$ cat config.mk
export PLATFORM = sky130hd
export DESIGN_NAME = gpio_out_drv_flat
export DESIGN_NICKNAME = d
export VERILOG_FILES = /design/src/rtl/gpio_out_drv_if.sv /design/src/rtl/gpio_out_drv.sv /design/src/flat_wrapper.sv
export SDC_FILE = /design/constraint.sdc
export NUM_CORES = 1
export LEC_CHECK = 0
export ABC_CLOCK_PERIOD_IN_PS = 2750
export BUFFER_PORTS_ARGS = -buffer_cell sky130_fd_sc_hd__buf_2
export CORE_MARGIN = 1.5
export CORE_UTILIZATION = 54
export DETAILED_ROUTE_END_ITERATION = 16
export PLACE_DENSITY = 0.77
export SKIP_LAST_GASP = 1
export SYNTH_ARGS = -nofsm -noshare
export SYNTH_HDL_FRONTEND = slang
export SYNTH_SLANG_ARGS = --single-unit
$ cat constraint.sdc
create_clock -name clk_i -period 2.75 [get_ports clk_i]
set_input_delay 0.55 -clock clk_i [delete_from_list [all_inputs] [get_ports clk_i]]
set_output_delay 0.55 -clock clk_i [all_outputs]
set_load 0.05 [all_outputs]
$ cat src/rtl/gpio_out_drv_if.sv
// Command/pad bundle between the peripheral register block (master) and the
// registered GPIO output stage (slave).
interface gpio_out_drv_if #(
  parameter int unsigned NUM_PINS = 8,
  parameter int unsigned CNT_W    = 16
);
  logic                wr_en_i;
  logic [1:0]          wr_op_i;
  logic [NUM_PINS-1:0] wr_data_i;
  logic                oe_wr_i;
  logic [NUM_PINS-1:0] oe_data_i;
  logic                pulse_start_i;
  logic [NUM_PINS-1:0] pulse_mask_i;
  logic [CNT_W-1:0]    pulse_len_i;
  logic                pulse_busy_o;
  logic                pulse_done_o;
  logic [NUM_PINS-1:0] pad_o;
  logic [NUM_PINS-1:0] pad_oe_o;

  modport master (
    output wr_en_i, wr_op_i, wr_data_i, oe_wr_i, oe_data_i,
    output pulse_start_i, pulse_mask_i, pulse_len_i,
    input  pulse_busy_o, pulse_done_o, pad_o, pad_oe_o
  );

  modport slave (
    input  wr_en_i, wr_op_i, wr_data_i, oe_wr_i, oe_data_i,
    input  pulse_start_i, pulse_mask_i, pulse_len_i,
    output pulse_busy_o, pulse_done_o, pad_o, pad_oe_o
  );
endinterface

$ cat src/rtl/gpio_out_drv.sv
// Registered GPIO output stage: per-pin data/enable registers with
// write/set/clear/toggle commands and a one-shot masked inversion pulse.
module gpio_out_drv #(
  parameter int unsigned NUM_PINS = 8,
  parameter int unsigned CNT_W    = 16
) (
  input logic             clk_i,
  input logic             rstn_i,
  gpio_out_drv_if.slave   bus
);

  typedef enum logic [1:0] {StIdle, StPulse, StDone} state_e;

  localparam logic [CNT_W-1:0] CntOne = CNT_W'(1);

  state_e              state_q, state_d;
  logic [NUM_PINS-1:0] out_q, out_d;
  logic [NUM_PINS-1:0] oe_q, oe_d;
  logic [NUM_PINS-1:0] mask_q, mask_d;
  logic [CNT_W-1:0]    cnt_q, cnt_d;

  always_ff @(posedge clk_i or negedge rstn_i) begin
    if (!rstn_i) begin
      state_q <= StIdle;
      out_q   <= '0;
      oe_q    <= '0;
      mask_q  <= '0;
      cnt_q   <= '0;
    end else begin
      state_q <= state_d;
      out_q   <= out_d;
      oe_q    <= oe_d;
      mask_q  <= mask_d;
      cnt_q   <= cnt_d;
    end
  end

  always_comb begin
    out_d = out_q;
    if (bus.wr_en_i) begin
      unique case (bus.wr_op_i)
        2'b00:   out_d = bus.wr_data_i;
        2'b01:   out_d = out_q | bus.wr_data_i;
        2'b10:   out_d = out_q & ~bus.wr_data_i;
        default: out_d = out_q ^ bus.wr_data_i;
      endcase
    end
    oe_d = bus.oe_wr_i ? bus.oe_data_i : oe_q;
  end

  // Starts are only honoured in IDLE/DONE; a zero length goes straight to DONE.
  always_comb begin
    state_d = state_q;
    mask_d  = mask_q;
    cnt_d   = cnt_q;
    unique case (state_q)
      StIdle, StDone: begin
        if (bus.pulse_start_i) begin
          if (bus.pulse_len_i != '0) begin
            mask_d  = bus.pulse_mask_i;
            cnt_d   = bus.pulse_len_i;
            state_d = StPulse;
          end else begin
            state_d = StDone;
          end
        end else begin
          state_d = StIdle;
        end
      end
      StPulse: begin
        if (cnt_q == CntOne) begin
          state_d = StDone;
        end else begin
          cnt_d = cnt_q - CntOne;
        end
      end
      default: state_d = StIdle;
    endcase
  end

  assign bus.pad_o        = out_q ^ ((state_q == StPulse) ? mask_q : '0);
  assign bus.pad_oe_o     = oe_q;
  assign bus.pulse_busy_o = (state_q == StPulse);
  assign bus.pulse_done_o = (state_q == StDone);

endmodule
$ cat src/flat_wrapper.sv
// flat-port wrapper written by rule: the top's interface ports become plain ports
module gpio_out_drv_flat 
#(
  parameter int unsigned NUM_PINS = 8,
  parameter int unsigned CNT_W    = 16
)
  (clk_i, rstn_i, bus_wr_en_i, bus_wr_op_i, bus_wr_data_i, bus_oe_wr_i, bus_oe_data_i, bus_pulse_start_i, bus_pulse_mask_i, bus_pulse_len_i, bus_pulse_busy_o, bus_pulse_done_o, bus_pad_o, bus_pad_oe_o);
  gpio_out_drv_if #(.NUM_PINS(NUM_PINS), .CNT_W(CNT_W)) bus_i ();
  input logic clk_i;
  input logic rstn_i;
  input wire logic [$bits(bus_i.wr_en_i)-1:0] bus_wr_en_i;
  input wire logic [$bits(bus_i.wr_op_i)-1:0] bus_wr_op_i;
  input wire logic [$bits(bus_i.wr_data_i)-1:0] bus_wr_data_i;
  input wire logic [$bits(bus_i.oe_wr_i)-1:0] bus_oe_wr_i;
  input wire logic [$bits(bus_i.oe_data_i)-1:0] bus_oe_data_i;
  input wire logic [$bits(bus_i.pulse_start_i)-1:0] bus_pulse_start_i;
  input wire logic [$bits(bus_i.pulse_mask_i)-1:0] bus_pulse_mask_i;
  input wire logic [$bits(bus_i.pulse_len_i)-1:0] bus_pulse_len_i;
  output wire logic [$bits(bus_i.pulse_busy_o)-1:0] bus_pulse_busy_o;
  output wire logic [$bits(bus_i.pulse_done_o)-1:0] bus_pulse_done_o;
  output wire logic [$bits(bus_i.pad_o)-1:0] bus_pad_o;
  output wire logic [$bits(bus_i.pad_oe_o)-1:0] bus_pad_oe_o;
  assign bus_i.wr_en_i = bus_wr_en_i;
  assign bus_i.wr_op_i = bus_wr_op_i;
  assign bus_i.wr_data_i = bus_wr_data_i;
  assign bus_i.oe_wr_i = bus_oe_wr_i;
  assign bus_i.oe_data_i = bus_oe_data_i;
  assign bus_i.pulse_start_i = bus_pulse_start_i;
  assign bus_i.pulse_mask_i = bus_pulse_mask_i;
  assign bus_i.pulse_len_i = bus_pulse_len_i;
  assign bus_pulse_busy_o = bus_i.pulse_busy_o;
  assign bus_pulse_done_o = bus_i.pulse_done_o;
  assign bus_pad_o = bus_i.pad_o;
  assign bus_pad_oe_o = bus_i.pad_oe_o;
  gpio_out_drv #(.NUM_PINS(NUM_PINS), .CNT_W(CNT_W)) u_core (.clk_i(clk_i), .rstn_i(rstn_i), .bus(bus_i));
endmodule
# Word-level counts from Yosys, hierarchy flattened
# Index checks and enable logic that the tools add are counted.
[totals] register_bits=42 latchBits=0 ram_bits=0 mem_bits_ro=0 inputBits=47 output_inout_bits=18 elab_cells=37 n_memories=0
[classes] n_addsub=1 mul=0 div_mod_pow=0 n_lt_le_gt_ge=0 eq_ne=9 shifts=0 muxes=10 bitwise=5 reduce_logical=7
[op_table] op="two-way mux 16 bit" count=3
[op_table] op="case mux 16 bit (2 select lines)" count=1
[op_table] op="case mux 8 bit (3 select lines)" count=1
[op_table] op="equality test 16 x 1 -> 1 bit, second input constant" count=1
[op_table] op="nonzero test 16 bit" count=1
[op_table] op="subtractor 16 x 1 -> 16 bit, second input constant" count=1
[op_table] op="XOR 8 bit" count=2
[op_table] op="bitwise AND 8 bit" count=1
[op_table] op="two-way mux 8 bit" count=1
[op_table] op="NOT 8 bit" count=1
[op_table] op="bitwise OR 8 bit" count=1
[op_table] op="two-way mux 2 bit" count=3
[op_table] op="equality test 2 x 1 -> 1 bit, second input constant" count=2
[op_table] op="equality test 2 bit, second input constant" count=2
[op_table] op="logical NOT 2 bit" count=2
[op_table] op="inequality test 2 x 1 -> 1 bit, second input constant" count=2
[op_table] op="inequality test 2 bit, second input constant" count=2
[op_table] op="case mux 2 bit (2 select lines)" count=1
[op_table] op="AND reduction 4 bit" count=1
[op_table] op="AND reduction 3 bit" count=1
[op_table] op="nonzero test 2 bit" count=1
[op_table] op="OR reduction 2 bit" count=1

# Longest topological paths before layout
[depth] word_depth=4 depth_mapped=7 mapped_depth_nobuf=7

# Worst setup path before layout
# No wires, ideal clock.
[synth_timing] path_kind="reg-to-output" from="reg u_core.state_q[1]" to="out bus_pad_o[0]" arrival_time_ps=2356 required_ps=2200 path_slack_ps=-156 path_stages_with_launch=6 path_buffers=1 path_cell_list="dfrtp_1 > nand2b_1 > inv_1 > buf_1 > nand2_1 > xnor2_1"
[synth_between] elab_chain_len=3
[synth_rtl] element="start: declaration" line_no="gpio_out_drv.sv:16" source="state_e state_q, state_d;"
[synth_rtl] element="start signal: assignment" line_no="gpio_out_drv.sv:24" source="state_q <= StIdle;"
[synth_rtl] element="start signal: assignment" line_no="gpio_out_drv.sv:30" source="state_q <= state_d;"
[synth_rtl] element="equality test 2 x 1 -> 1 bit"
[synth_rtl] element="via bus_pulse_busy_o" line_no="flat_wrapper.sv:19" source="output wire logic [$bits(bus_i.pulse_busy_o)-1:0] bus_pulse_busy_o;"
[synth_rtl] element="two-way mux 8 bit" line_no="gpio_out_drv.sv:81" source="assign bus.pad_o = out_q ^ ((state_q == StPulse) ? mask_q : '0);"
[synth_rtl] element="XOR 8 bit" line_no="gpio_out_drv.sv:81"
[synth_rtl] element="end: declaration" line_no="flat_wrapper.sv:21" source="output wire logic [$bits(bus_i.pad_o)-1:0] bus_pad_o;"
# The timed path passes the listed nets, and every way through them passes these cells.

# Worst setup path after layout
[layout_timing] from="reg u_core.cnt_q[10]" to="reg u_core.cnt_q[5]"
[layout_between] elab_chain_len=3
[layout_rtl] element="start: declaration" line_no="gpio_out_drv.sv:20" source="logic [CNT_W-1:0] cnt_q, cnt_d;"
[layout_rtl] element="start signal: assignment" line_no="gpio_out_drv.sv:34" source="cnt_q <= cnt_d;"
[layout_rtl] element="equality test 16 x 1 -> 1 bit" line_no="gpio_out_drv.sv:71" source="if (cnt_q == CntOne) begin"
[layout_rtl] element="inequality test 2 bit (no line)"
[layout_rtl] element="AND reduction 4 bit (no line)"
# No other way between the ends.
# A chain may end at the register's enable or synchronous reset.

==> results.md <==
- Outcome: complete, no violations
- Dominant register cell in the synthesized netlist: sky130_fd_sc_hd__dfrtp_1
- First-pass GRT wire length: 9350 um
- Depth of the CTS H-tree: 2
- Post-CTS clock slew at the launch and capture registers of the worst setup and hold paths: 0.09 ns
- Clock Path Buffers: 2
- Largest net degree at the start of global routing: 43
- Clock network latency to the later pin of the worst-skew pair: 0.29 ns
- Critical path, cell by cell: or4_4 > nor3_2 > a41oi_4 > nor2_4 > inv_2 > a211oi_2
- Top delay family on crit path: simple AND/OR/NAND/NOR gates
- Number of pins with negative max-slew slack in the final report: 0
- Share of the synthesized area in the top cell type: 0.390
- Capture point of the worst reg-to-reg path: u_core.cnt_q[5]
- Pre-CTS WS: 0.504 ns
- EDFF count, synth: 0
- Final net count: 408
- Highest metal layer used by the detailed router: met4
- CTS Root Cell: sky130_fd_sc_hd__clkbuf_8
- Post-CTS Setup Repair Bufs: 0
- Number of input and output port buffers inserted: 64
- Comb pwr share: 0.438
- Synthesized net count: 343
- Overall fraction of global-route tracks in use: 0.225
- Commonest cells after routing, fill and taps aside: sky130_fd_sc_hd__buf_2, sky130_fd_sc_hd__nand2_1, sky130_fd_sc_hd__dfrtp_1
- DRC violation count after routing: 0
- Maximum net fanout on the critical path: 14
- Synthesis warning total: 0
- DIE WIDTH: 73.7 um
- Most common library cell in the layout ignoring fill and taps: sky130_fd_sc_hd__buf_2
- Detailed-routed wire length on met3: 412 um
- Sequential share of power: 0.407
- CP Launch Point: u_core.cnt_q[10]
- Library cell with the largest summed area after synthesis: sky130_fd_sc_hd__dfrtp_1
- Max-slew headroom: 0.381
- Critical path capture point type: flip-flop
- Power per Cell Area: 775 nW/um^2
- Ratio of cells with drive above 1 in the final layout: 0.334
- Number of distinct library cells after synthesis: 50
- Via total after detailed routing: 2240
- Number of global-route vias before repair: 2093
- Number of DRC markers after the initial detailed-route iteration: 124
- Quantity of hold-fixing buffers added after cts: 0
- Share of power burned in the clock network: 0.155
- CTS tree: done
- Post-route worst setup slack: 0.460 ns
- Number of resized instances in the post-cts repair step: 0
- Hold Worst Slack: 0.385 ns
- FP Rows: 25
- Initial antenna violation count: 0
- Setup repair after global routing missed its margin: no
- Post-synthesis instance area: 2700 sq um
- P_leak: 1.57 nW
- Critical path depth in cells: 6
- Number of inserted diodes: 0
- Switch Pwr: 1.08 mW
- Num CTS Buffers: 5
- Wirelength per Cell: 14.1 um
- Area delta synth->final: 19.9%
- Sum of net half-perimeters after detailed placement: 4410 um
- Final hold viol count: 0
- Avg Synthesized Cell Area: 9.70 sq um
- Maximum achievable frequency: 437 MHz
- Routability congestion estimate: 0.868
- Worst clock skew on the final layout: 0.0129 ns
- Maximum single-stage delay on the critical path: 0.56 ns
- Detailed Routing Iterations Pass 1: 4
- Share of flip-flops with an asynchronous set or reset: 1.00
- Critical Path Slowest Stage Cell: sky130_fd_sc_hd__or4_4
- Final Cycle Share: 0.833
- Worst reg2reg path depth: 6
- Final antenna-violating net count: 0
- Area of the die: 5430 sq um
- Startpoint of the lowest-slack register-to-register path: u_core.cnt_q[10]
- Vias per std cell: 5.45
- Fraction of the yosys area taken by sequential cells: 0.390
- Critical path start-end classification: flip-flop to flip-flop
- Switching share of total power: 0.433
- Tightest Pin Transition: 0.929 ns
- Routed wire length on met2: 2830 um
- Worst reg2reg setup slack: 0.46 ns
- Number of synthesized register bits: 42
- TritonCTS sink count: 42
- CP startpoint kind: flip-flop
- Leading post-synthesis cells by cell area: sky130_fd_sc_hd__dfrtp_1, sky130_fd_sc_hd__ha_1, sky130_fd_sc_hd__mux4_2, sky130_fd_sc_hd__nand2_1, sky130_fd_sc_hd__inv_1
- Layout fillers: 406
- Internal power of the cells: 1.42 mW
- Max capacitance violation total: 0
- Post-Synthesis Cells: 278
- DRT met1 WL: 2470 um
- Min cycle time layout: 2.29 ns
- I/O Pins: 65
- Chip height: 73.7 um
- GR Overflow Total: 0
- Wire length reported by the detailed router: 5780 um
- Worst setup path endpoint: u_core.cnt_q[5]
- Cell count after placement: 403
- Endpoint arrival time on the critical path: 2.49 ns
- Count of final setup violators: 0
- Critical path data required time: 2.95 ns
- Core Region: 4750 sq um
- Aggregate negative setup slack: 0 ns
- Initial standard-cell utilization of the core: 0.567
- Number of buffer and inverter stages on the critical path: 1
- Hold/Removal Path Class: input pin to asynchronous set/reset pin
- Cell Count, Final, Fillers Out: 411
- Peak supply drop: 0.654 mV
area by class of cell:
type	count	area, sq um	share of cell area
Multi-Input combinational cell	193	1530	0.473
Sequential cell	42	1050	0.325
Timing Repair Buffer	70	365	0.113
Inverter	31	116	0.0360
Tap cell	67	83.8	0.0259
Clock buffer	6	72.6	0.0225
Clock inverter	2	13.8	0.00426
state kept, by name, indices dropped and copies added, names as in the netlist:
| name | flops |
|---|---|
| u_core.cnt_q | 16 |
| u_core.bus.pad_oe_o | 8 |
| u_core.mask_q | 8 |
| u_core.out_q | 8 |
| u_core.state_q | 2 |
through the flow:
step | power [mW] | instance area, sq um | utilization
final | 2.51 | 3230 | 0.680
after global routing | 2.67 | 3230 | 0.680
after CTS | 2.52 | 3230 | 0.680
after detailed placement | 2.13 | 3150 | 0.662
after global placement | 2.10 | 3150 | 0.662
after floorplan | 1.85 | 2750 | -
worst min-delay path by stage:
| stage | start | endpoint | slack (ns) | cells after the start |
|---|---|---|---|---|
| 3_3_place_gp | u_core.mask_q[1] | u_core.mask_q[1] | 0.46 | 2 |
| 4_1_cts | rstn_i | u_core.out_q[1] | 0.42 | 1 |
| 3_5_place_dp | u_core.mask_q[5] | u_core.mask_q[5] | 0.46 | 2 |
| 5_1_grt | bus_pulse_mask_i[1] | u_core.mask_q[1] | 0.45 | 3 |
| 6_report | rstn_i | u_core.out_q[1] | 0.39 | 1 |
| 2_1_floorplan | rstn_i | u_core.bus.pad_oe_o[0] | 0.25 | 0 |
worst reg2reg max path, cell delays in order, from the launching register on:
cell and delay [ns]:
sky130_fd_sc_hd__dfrtp_1 0.42, sky130_fd_sc_hd__or4_4 0.57, sky130_fd_sc_hd__nor3_2 0.26, sky130_fd_sc_hd__a41oi_4 0.28
sky130_fd_sc_hd__nor2_4 0.43, sky130_fd_sc_hd__inv_2 0.08, sky130_fd_sc_hd__a211oi_2 0.18
per-layer routing:
metal,track usage,vias up
li1,-,1111
met1,0.294,1039
met2,0.383,82
met3,0.0425,8
met4,0.0597,0
met5,0,-
cell families after synthesis:
logic type,count (synthesis),share of synthesized area
simple gates,94,0.179
compound gates,55,0.152
buf+inv,43,0.0626
flops,42,0.390
fa+ha+maj,18,0.0835
mux,16,0.100
xor+xnor,10,0.0325
power groups by stage:
stage          Sequential, mW  Combinational (mW)  Clock [mW]
2_1_floorplan            1.02               0.831           0
3_3_place_gp             1.02                1.08           0
3_5_place_dp             1.03                1.10           0
4_1_cts                  1.01                1.11       0.398
5_1_grt                  1.05                1.20       0.425
6_report                 1.02                1.10       0.388
cells in the mapped netlist, types with 2 or more instances:
cell type / n
sky130_fd_sc_hd__or4_4: 2
sky130_fd_sc_hd__o21ai_0: 16
sky130_fd_sc_hd__nand4_1: 2
sky130_fd_sc_hd__buf_1: 2
sky130_fd_sc_hd__o211ai_2: 2
sky130_fd_sc_hd__clkbuf_1: 9
sky130_fd_sc_hd__dfrtp_1: 42
sky130_fd_sc_hd__a31oi_1: 2
sky130_fd_sc_hd__o22ai_1: 4
sky130_fd_sc_hd__mux2_2: 8
sky130_fd_sc_hd__nor3_1: 9
sky130_fd_sc_hd__o21ai_1: 2
sky130_fd_sc_hd__inv_1: 30
sky130_fd_sc_hd__nor4_1: 7
sky130_fd_sc_hd__a21oi_1: 11
sky130_fd_sc_hd__xor2_1: 2
sky130_fd_sc_hd__o2bb2ai_1: 4
sky130_fd_sc_hd__mux4_2: 8
sky130_fd_sc_hd__ha_1: 18
sky130_fd_sc_hd__xnor2_1: 8
sky130_fd_sc_hd__nand2_1: 43
sky130_fd_sc_hd__nor3b_1: 2
sky130_fd_sc_hd__nand3_1: 5
sky130_fd_sc_hd__nor2_1: 13
sky130_fd_sc_hd__a22oi_1: 2
Power figures use the tool's default switching activity.
